**src/rtl/vm_pkg.sv**
```systemverilog
// Shared vending-machine definitions: coin values, dispenser states, product codes.
// Used by coin_change_dispenser and the upstream controller.
package vm_pkg;

  localparam int COIN_HI_DEF = 5;
  localparam int COIN_LO_DEF = 1;

  // state    | meaning
  // IDLE     | waiting for a change request (product != 0)
  // DISPENSE | choose next coin or finish
  // GAP      | spacing cycle between coin pulses
  // DONE     | done pulse issued, clearing busy
  typedef enum logic [1:0] {
    ST_IDLE     = 2'd0,
    ST_DISPENSE = 2'd1,
    ST_GAP      = 2'd2,
    ST_DONE     = 2'd3
  } disp_state_t;

  localparam logic [3:0] PROD_NONE = 4'd0;
  localparam logic [3:0] PROD_A    = 4'd1;
  localparam logic [3:0] PROD_B    = 4'd2;
  localparam logic [3:0] PROD_C    = 4'd3;
  localparam logic [3:0] PROD_D    = 4'd4;

endpackage

```
**src/rtl/coin_inventory.sv**
```systemverilog
// One coin-denomination inventory: saturating up on refill, down on take.
// A simultaneous refill and take cancel out.
module coin_inventory #(
  parameter int INV_W    = 6,
  parameter int INV_INIT = 20
) (
  input  logic             clock,
  input  logic             reset,
  input  logic             refill,
  input  logic             take,
  output logic [INV_W-1:0] count
);

  localparam logic [INV_W-1:0] CNT_MAX  = '1;
  localparam logic [INV_W-1:0] CNT_INIT = INV_INIT[INV_W-1:0];

  always_ff @(posedge clock or posedge reset) begin
    if (reset) begin
      count <= CNT_INIT;
    end else if (refill && !take) begin
      if (count != CNT_MAX) count <= count + 1'b1;
    end else if (take && !refill) begin
      count <= count - 1'b1;
    end
  end

endmodule

```
**src/rtl/coin_change_dispenser.sv**
```systemverilog
// Pays out a change amount as spaced coin pulses from two inventories.
// Optional DISPENSER_AUDIT_EN adds a running total_paid counter.
module coin_change_dispenser
  import vm_pkg::*;
#(
  parameter int COIN_HI  = COIN_HI_DEF,
  parameter int COIN_LO  = COIN_LO_DEF,
  parameter int INV_W    = 6,
  parameter int INV_INIT = 20
) (
  input  logic             clock,
  input  logic             reset,
  input  logic [3:0]       product,
  input  logic [3:0]       change,
  input  logic             refill_hi,
  input  logic             refill_lo,
  output logic             coin_hi,
  output logic             coin_lo,
  output logic             busy,
  output logic             done,
  output logic [3:0]       shortfall,
  output logic             overrun,
`ifdef DISPENSER_AUDIT_EN
  output logic [7:0]       total_paid,
`endif
  output logic [INV_W-1:0] hi_count,
  output logic [INV_W-1:0] lo_count
);

  localparam logic [3:0] HI_VAL = COIN_HI[3:0];
  localparam logic [3:0] LO_VAL = COIN_LO[3:0];

  disp_state_t state;
  logic [3:0]  remaining;
  logic        take_hi;
  logic        take_lo;

  // Coin selection is combinational so the inventory decrements on the same
  // edge that registers the pulse.
  always_comb begin
    take_hi = 1'b0;
    take_lo = 1'b0;
    if (state == ST_DISPENSE) begin
      if (remaining >= HI_VAL && hi_count != '0)      take_hi = 1'b1;
      else if (remaining >= LO_VAL && lo_count != '0) take_lo = 1'b1;
    end
  end

  coin_inventory #(.INV_W(INV_W), .INV_INIT(INV_INIT)) u_inv_hi (
    .clock  (clock),
    .reset  (reset),
    .refill (refill_hi),
    .take   (take_hi),
    .count  (hi_count)
  );

  coin_inventory #(.INV_W(INV_W), .INV_INIT(INV_INIT)) u_inv_lo (
    .clock  (clock),
    .reset  (reset),
    .refill (refill_lo),
    .take   (take_lo),
    .count  (lo_count)
  );

  always_ff @(posedge clock or posedge reset) begin
    if (reset) begin
      state     <= ST_IDLE;
      remaining <= '0;
      coin_hi   <= 1'b0;
      coin_lo   <= 1'b0;
      busy      <= 1'b0;
      done      <= 1'b0;
      shortfall <= '0;
      overrun   <= 1'b0;
    end else begin
      coin_hi <= 1'b0;
      coin_lo <= 1'b0;
      done    <= 1'b0;
      if (product != PROD_NONE && state != ST_IDLE) overrun <= 1'b1;
      case (state)
        ST_IDLE: begin
          if (product != PROD_NONE) begin
            remaining <= change;
            shortfall <= '0;
            busy      <= 1'b1;
            state     <= ST_DISPENSE;
          end
        end
        ST_DISPENSE: begin
          if (take_hi) begin
            coin_hi   <= 1'b1;
            remaining <= remaining - HI_VAL;
            state     <= ST_GAP;
          end else if (take_lo) begin
            coin_lo   <= 1'b1;
            remaining <= remaining - LO_VAL;
            state     <= ST_GAP;
          end else begin
            shortfall <= remaining;
            done      <= 1'b1;
            state     <= ST_DONE;
          end
        end
        ST_GAP: state <= ST_DISPENSE;
        ST_DONE: begin
          busy  <= 1'b0;
          state <= ST_IDLE;
        end
        default: state <= ST_IDLE;
      endcase
    end
  end

`ifdef DISPENSER_AUDIT_EN
  always_ff @(posedge clock or posedge reset) begin
    if (reset)        total_paid <= '0;
    else if (take_hi) total_paid <= total_paid + {4'd0, HI_VAL};
    else if (take_lo) total_paid <= total_paid + {4'd0, LO_VAL};
  end
`endif

endmodule

```
**config.mk**
```make
export PLATFORM = sky130hd
export DESIGN_NAME = coin_change_dispenser
export DESIGN_NICKNAME = d
export VERILOG_FILES = /design/src/rtl/vm_pkg.sv /design/src/rtl/coin_inventory.sv /design/src/rtl/coin_change_dispenser.sv
export SDC_FILE = /design/constraint.sdc
export NUM_CORES = 1
export LEC_CHECK = 0
export BUFFER_PORTS_ARGS = -buffer_cell sky130_fd_sc_hd__buf_4
export CAP_MARGIN = 15
export CORE_ASPECT_RATIO = 0.5
export CORE_UTILIZATION = 57
export CTS_BUF_LIST = sky130_fd_sc_hd__clkbuf_8
export CTS_CLUSTER_DIAMETER = 60
export DETAILED_ROUTE_END_ITERATION = 10
export PLACE_DENSITY = 0.93
export SLEW_MARGIN = 25
export SYNTH_ARGS = -nofsm -noshare
export SYNTH_HDL_FRONTEND = slang
export SYNTH_SLANG_ARGS = --single-unit
export TNS_END_PERCENT = 5
```
**constraint.sdc**
```tcl
create_clock -name clock -period 3.8 [get_ports clock]
set_clock_uncertainty 0.1 [all_clocks]
set_input_delay 0.76 -clock clock [delete_from_list [all_inputs] [get_ports clock]]
set_output_delay 0.76 -clock clock [all_outputs]
set_load 0.02 [all_outputs]
```
# Word-level counts from Yosys, hierarchy flattened
# Index checks and enable logic that the tools add are counted.
# word_totals
in_bits,12
output_inout_bits,21
regBits,27
ram_bits,0
word_cells,87
mem_count,0
latch_bits,0
romBits,0
# classes
reduce_logical,25
bitwise_logic,0
order_cmp,2
addsub,6
multipliers,0
n_div,0
n_shift,0
n_mux,33
eq_ne,11
# ops
cell,count
$mux W6,6
$mux W4,6
$mux W1,16
$pmux W4 S2,2
$add A6 B1 Y6 const B,2
$ne A6 B6 Y1 const B,2
$reduce_bool A6 Y1,2
$sub A6 B1 Y6 const B,2
$ne A2 B2 Y1 const B,5
$reduce_bool A2 Y1,5
$pmux W2 S4,1
$logic_and A1 B1 Y1,7
$reduce_and A2 Y1,3
$eq A2 B2 Y1 const B,2
$ge A4 B1 Y1 const B,1
$ge A4 B3 Y1 const B,1
$logic_not A1 Y1,4
$reduce_and A4 Y1,1
$reduce_bool A4 Y1,1
$sub A4 B1 Y4 const B,1
$sub A4 B3 Y4 const B,1
$ne A3 B1 Y1 const B,1
$reduce_and A3 Y1,1
$eq A2 B1 Y1 const B,1
3 further kinds,3

# Longest topological paths before layout
# Gate-level depths: netlist of the first run.
# depth
word_depth,9
depth_mapped,12
mapped_depth_nobuf,12

# By module
# From an unflattened synthesis of the first run, not the netlist that was laid out.
# hier_totals
cells_unflattened,169
hier_area_um2,1775.5
# modules_own_cells
mod,cells_per_inst,seq_area_each_um2,area_each_um2,n_inst
coin_inventory,43,152.6,466.7,2
coin_change_dispenser,83,375.4,842.1,1

# Worst setup path after synthesis of the first run
# No wires, ideal clock.
# synth_path
path_type,reg2reg
startpoint,reg remaining[0]
endpoint,reg u_inv_lo.count[5]
stages_incl_launch_ff,13
synth_period_minus_slack_ns,2.893
setup_time_ns,0.071
path_buffers,0
slack_ns,0.907
required_ns,3.629
arrival_time_ns,2.722
cell_sequence,dfrtp_1 -> inv_1 -> ha_1 -> nand2b_1 -> a21oi_1 -> o2111ai_4 -> nand2_1 -> ha_1 -> a211oi_1 -> o21bai_1 -> a21o_1 -> or4_1 -> nand4_1
# synth_via
elab_chain_len,9
# synth_rtl
item,line,rtl
"start, declared",coin_change_dispenser.sv:34,logic [3:0] remaining;
"start signal, assigned",coin_change_dispenser.sv:83,remaining <= change;
"start signal, assigned",coin_change_dispenser.sv:92,remaining <= remaining - HI_VAL;
"start signal, assigned",coin_change_dispenser.sv:96,remaining <= remaining - LO_VAL;
$ge A4 B1 Y1,coin_change_dispenser.sv:45,else if (remaining >= LO_VAL && lo_count != '0) take_lo = 1'b1;
$logic_and A1 B1 Y1,coin_change_dispenser.sv:45,
$mux W1,coin_change_dispenser.sv:45,
$mux W1 (*),coin_change_dispenser.sv:44,if (remaining >= HI_VAL && hi_count != '0) take_hi = 1'b1;
$mux W1 (*),coin_change_dispenser.sv:43,if (state == ST_DISPENSE) begin
$logic_not A1 Y1,coin_inventory.sv:20,end else if (refill && !take) begin
$logic_and A1 B1 Y1,coin_inventory.sv:20,
$ne A2 B2 Y1 (no line) or $reduce_bool A2 Y1 (tied branches),-,
$reduce_and A2 Y1 (no line),-,
"end signal, assigned",coin_inventory.sv:21,if (count != CNT_MAX) count <= count + 1'b1;
"end signal, assigned",coin_inventory.sv:23,count <= count - 1'b1;
"end, declared",coin_inventory.sv:11,output logic [INV_W-1:0] count
# Every way passes the cells marked *; elsewhere a longest branch is shown, timed or not.
# A chain may end at the register's enable or synchronous reset.

# Final worst setup path of the first run
# Same ends and word-level chain as after synthesis.

==> results.yml, run 1 <==
synth:
  netlist_instances: 167
  synthArstFlopShare_pct: 100.0
  yosysSeqAreaShare_pct: 38.75
  synth-warning-count: 0
  synthFlopType: "dfrtp_1"
  synth.avg_cell_area_um2: 10.52
  synth_seq_cells: 27
  ys_types: 45
  synth-edff-count: 0
  synthesis.area_mm2: 0.001757
  synth_nets: 191
power_and_ir_drop:
  leakage_nw: 0.9753
  cellPowerDensity_mw_per_mm2: 1004
  ir_drop_mv: 0.6593
finish:
  layout.cells.most_common: "buf_4"
  area_growth_pct: 18.09
  diodes: 0
  final_nets: 227
  drive_gt1_share_pct: 30.20
  design_area_mm2: 0.002074
  final_cell_mix: "buf_4 (32), dfrtp_1 (23), inv_1 (13)"
floorplan:
  die_y_um: 41.26
  die-area_mm2: 0.003321
  pin_count: 33
  die_width_um: 80.51
  core-area_mm2: 0.002749
  rows: 13
  initial_utilization_pct: 63.91
flow_run:
  cap_viol_max_count: 0
critical_path:
  critPathArrivalTime_ps: 3470
  worstSetupStartpointType: "flip-flop"
  slowest_delay_ps: 440
  path_max_fanout: 5
  regToRegSetupSlack_ps: 440
  critPathRequiredTime_ps: 3910
  critPathKind: "reg -> reg"
  slowest_stage: "a21oi_1"
  path_cells: "inv_1 > ha_1 > nand2b_1 > a21oi_1 > o2111ai_4 > nand2_1 > ha_1 > a211oi_1 > o21bai_1 > a21o_1 > or4_1 > nand4_1"
  endpoint_kind: "flip-flop"
  crit_path_frequent_cell: "ha_1"
detailed_routing:
  wl_met1_um: 1686
  vias_per_cell: 6.360
  wl_met3_um: 293
  drc: 0
  ant_nets: 0
  drtIter0Drc: 121
  dr.pass1.iters: 4
  num_vias: 1520
  dr_wl_met2_um: 1852
  top_layer: "met4"
  wl_per_cell_um: 16.41
  routed_wl_um: 3922
clock_tree:
  clk_pin_slew_ps: 100
  cts_sinks: 27
  cts-root-buf: "clkbuf_8"
  htree_levels: 1
  cts_buffer_depth: 2
  tritoncts: "built"
  cts_buffers: 3
  cts_setup_buffers: 0
  clock_latency_ps: 280
  hold_buffers: 0
  post_cts_resized: 0
hold_path:
  hp-class: "reg -> reg"
grt:
  grt_pass1_wl_um: 6382
  grt_max_degree: 28
  track_usage_pct: 27.06
  gr-total-overflow: 0
  grt_pass1_vias: 1379
  antenna_found_initial: 0
sta:
  slew_headroom_pct: 53.12
  report.final.slew_viol_count: 0
  timing.final.crit_period_ps: 3359
  fin_ws_ps: 441.2
  fin_tns_setup_ps: 0
  rsz0062_at_grt: "false"
  setup_viol: 0
  worst_slew_pin_slew_ps: 695.8
  fmax_mhz: 297.7
  period_share_pct: 88.39
  hold_violations: 0
placed_design:
  dp_worst_setup_slack_ps: 531.8
  place_congestion: 0.8844
  io_buffer_count: 32
  dp_hpwl_um: 2956
  placedInstanceArea_mm2: 0.002029
status:
  status: "finished, final reports clean"
state kept, by name, indices dropped and copies added, names as in the netlist:
name	cells
state	2
overrun	1
remaining	4
busy	1
done	1
u_inv_lo.count	6
coin_lo	1
u_inv_hi.count	6
shortfall	4
coin_hi	1
per-layer routing:
metal / global-route usage (%) / up-vias
met3: 6.889 / 18
met5: 0 / -
met4: 12.05 / 0
li1: - / 698
met1: 32.52 / 731
met2: 48.31 / 73
through the flow:
| stage | total power, mW | cells | hold slack, ps | util, % |
|---|---|---|---|---|
| 3_5_place_dp | 1.901 | 235 | 369.6 | 73.83 |
| 4_1_cts | 2.075 | 239 | 394.5 | 75.47 |
| 2_1_floorplan | 1.557 | 167 | 391.3 | - |
| 3_3_place_gp | 1.827 | 235 | 364.4 | 73.83 |
| 6_report | 2.083 | 239 | 384.6 | 75.47 |
| 5_1_grt | 2.255 | 239 | 404.1 | 75.47 |
kinds of logic (layout without fill, tap and decap cells):
family | count (synthesis) | after routing | synth area share [%]
AO/OA/AOI/OAI | 50 | 50 | 21.01
AND/OR/NAND/NOR | 40 | 40 | 13.32
flip-flops | 27 | 27 | 38.75
buffers and inverters | 15 | 50 | 3.775
adder cells (fa/ha/maj) | 14 | 14 | 10.54
multiplexers | 12 | 12 | 8.120
XOR/XNOR | 9 | 9 | 4.487
worst max-delay path, delay by kind of cell (launching register included):
family / cells / cell delay [ps]
flops: 1 / 430
fa+ha+maj: 2 / 530
buf+inv: 1 / 100
compound gates: 5 / 1280
simple gates: 4 / 840
power by group:
part           leakage, nW  total [mW]  internal [mW]  switching [mW]
clock               0.0269       0.165         0.0727          0.0926
sequential           0.321       0.610          0.434           0.176
combinational        0.627        1.31          0.613           0.695
path summary, 6_finish.rpt:
| kind | from | to | depth (start not counted) |
|---|---|---|---|
| setup reg to reg | remaining[0] | u_inv_lo.count[5] | 12 |
| hold reg to reg | overrun | overrun | 1 |
| setup / recovery | remaining[0] | u_inv_lo.count[5] | 12 |
| min in group asynchronous | reset | u_inv_hi.count[1] | 2 |
| hold / removal | overrun | overrun | 1 |
| max in group asynchronous | reset | u_inv_hi.count[0] | 2 |
cells in the mapped netlist (2+ instances only):
| cell | instances | share of area (%) |
|---|---|---|
| dfrtp_1 | 23 | 33 |
| inv_1 | 13 | 2.8 |
| a21oi_1 | 11 | 3.1 |
| nand2_1 | 11 | 2.4 |
| ha_1 | 10 | 7.1 |
| mux2_2 | 8 | 5.1 |
| o21ai_0 | 7 | 2.0 |
| xnor2_1 | 7 | 3.5 |
| a21o_1 | 5 | 2.1 |
| nand3_1 | 5 | 1.4 |
| nand4_1 | 5 | 1.8 |
| nor2_1 | 5 | 1.1 |
| a22o_1 | 4 | 2.0 |
| dfstp_2 | 4 | 6.0 |
| o211ai_1 | 4 | 1.7 |
| mux2i_1 | 3 | 1.7 |
| nand2b_1 | 3 | 1.1 |
| o21bai_1 | 3 | 1.3 |
| a211oi_1 | 2 | 0.85 |
| a21o_2 | 2 | 1.0 |
| fa_1 | 2 | 2.3 |
| maj3_1 | 2 | 1.1 |
| o2111ai_1 | 2 | 1.0 |
| o22a_1 | 2 | 1.0 |
| or3_1 | 2 | 0.71 |
| or4_1 | 2 | 0.85 |
| xor2_1 | 2 | 1.0 |
final cells by class:
class | count | area, µm²
clock buffer | 3 | 41.29
sequential | 27 | 680.7
tap | 37 | 46.29
inverter | 14 | 52.55
clock inverter | 1 | 3.754
fill | 199 | 674.4
multi-input combinational | 125 | 1010
timing repair buffer | 32 | 240.2
No activity file was read; power rests on OpenSTA's default activity.
==> run 2, diff against run 1 <==
CORE_UTILIZATION = 62   (was 57)
PLACE_DENSITY = 0.95   (was 0.93)
clock period = 4 ns   (was 3.8 ns; I/O delays follow)
==> run 2 against run 1 <==
Net effect: die area decreased by 7.8%; combinational power decreased by 5%; final cell count unchanged; clock power decreased by 4%; non-clock buffer count unchanged; fmax decreased by 1.6%; critical path depth decreased by 1; total power decreased by 4.8%; sequential share of layout area decreased by 0.059 points; sequential cell count unchanged; design area increased by 0.18%; largest cell class unchanged.
==> results.yml, run 2 (synthesis gave the netlist of run 1 again) <==
power_and_ir_drop:
  leakage_nw: 0.9701
  cellPowerDensity_mw_per_mm2: 954.8
  ir_drop_mv: 0.6196
  p_total_mw: 1.984
critical_path:
  critPathRequiredTime_ps: 4110
  regToRegSetupSlack_ps: 590
  worstSetupStartpointType: "flip-flop"
  slowest_stage: "a21oi_1"
  endpoint_kind: "flip-flop"
  slowest_delay_ps: 440
  path_cells: "inv_1 > ha_1 > nand2b_1 > a21oi_1 > o21ai_0 > ha_1 > a211oi_1 > o21bai_1 > a21oi_1 > mux2_2 > mux2i_1"
  critPathArrivalTime_ps: 3520
  path_max_fanout: 6
  r2r_cells: 11
  r2r_start: "remaining[0]"
  crit_start: "remaining[0]"
  critPathKind: "reg -> reg"
detailed_routing:
  routed_wl_um: 3791
  drc: 0
  drtIter0Drc: 100
  dr.pass1.iters: 4
  ant_nets: 0
  num_vias: 1469
  wl_per_cell_um: 15.86
  vias_per_cell: 6.146
grt:
  antenna_found_initial: 0
  track_usage_pct: 28.03
  grt_pass1_wl_um: 6313
  grt_max_degree: 28
  gr-total-overflow: 0
  grt_pass1_vias: 1360
placed_design:
  dp_hpwl_um: 2928
  io_buffer_count: 32
  place_congestion: 0.8832
clock_tree:
  cts_sinks: 27
  clock_latency_ps: 280
  cts_buffer_depth: 2
  post_cts_resized: 0
  tritoncts: "built"
  hold_buffers: 0
  clk_pin_slew_ps: 100
  cts-root-buf: "clkbuf_8"
  htree_levels: 1
  cts_setup_buffers: 0
  cts_buffers: 3
floorplan:
  die_y_um: 39.64
  die-area_mm2: 0.003063
  pin_count: 33
  rows: 13
  die_width_um: 77.28
  core-area_mm2: 0.002635
  initial_utilization_pct: 66.67
sta:
  hold_violations: 0
  timing.final.crit_period_ps: 3412
  holdWs_ps: 392.4
  report.final.slew_viol_count: 0
  slew_headroom_pct: 53.26
  fmax_mhz: 293.1
  fin_tns_setup_ps: 0
  period_share_pct: 85.30
  rsz0062_at_grt: "false"
  worst_slew_pin_slew_ps: 694.6
  setup_viol: 0
finish:
  fin_util_pct: 78.87
  drive_gt1_share_pct: 30.69
  reg_top3: "u_inv_hi.count: 6 flops, u_inv_lo.count: 6 flops"
  area_growth_pct: 18.30
  final_cell_mix: "buf_4 (32), dfrtp_1 (23), inv_1 (12)"
  diodes: 0
  final_nets: 227
  layout.cells.most_common: "buf_4"
hold_path:
  hold_start: "busy"
  hold_depth: 2
  hp-class: "reg -> reg"
flow_run:
  cap_viol_max_count: 0
status:
  status: "finished, final reports clean"
==> run 2: stage by stage <==
step	setup WS [ps]	area (µm²)	instances
6_report	588.1	2078	239
5_1_grt	402.3	2078	239
4_1_cts	629.0	2078	239
3_5_place_dp	698.6	2029	235
3_3_place_gp	937.8	2029	235
2_1_floorplan	1107	1757	167
==> run 2: worst paths after layout <==
path,endpoint
worst min-delay path,busy
worst max register to register,u_inv_hi.count[5]
max in group asynchronous,u_inv_lo.count[4]
min in group asynchronous,coin_lo
worst max-delay path,u_inv_hi.count[5]
worst min register to register,busy
==> run 2: critical path, delay by kind of cell (launching register included) <==
family | cells | cell delay [ps]
compound gates | 5 | 1440
fa+ha+maj | 2 | 670
buf+inv | 1 | 110
flops | 1 | 430
mux | 2 | 500
simple gates | 1 | 100
==> run 2: report_power, final <==
part | switching [mW] | internal [mW] | total (mW) | leakage [nW]
Sequential | 0.168 | 0.412 | 0.580 | 0.321
Clock | 0.0875 | 0.0709 | 0.158 | 0.0217
Combinational | 0.660 | 0.585 | 1.25 | 0.627
==> run 2: cell type report <==
type | count | area, µm²
clock buffers | 3 | 41.29
well taps | 37 | 46.29
inverters | 14 | 52.55
multi-input cells | 125 | 1010
fillers | 187 | 556.8
flip-flops and latches | 27 | 680.7
repair buffers | 32 | 240.2
clock inverters | 1 | 7.507
==> run 2: routing by layer <==
layer	wire length [µm]	track usage, %	vias to the layer above
met4	51	7.547	0
met5	0	0	-
met1	1712	35.07	718
met3	213	6.047	6
li1	-	-	693
met2	1814	50.88	52
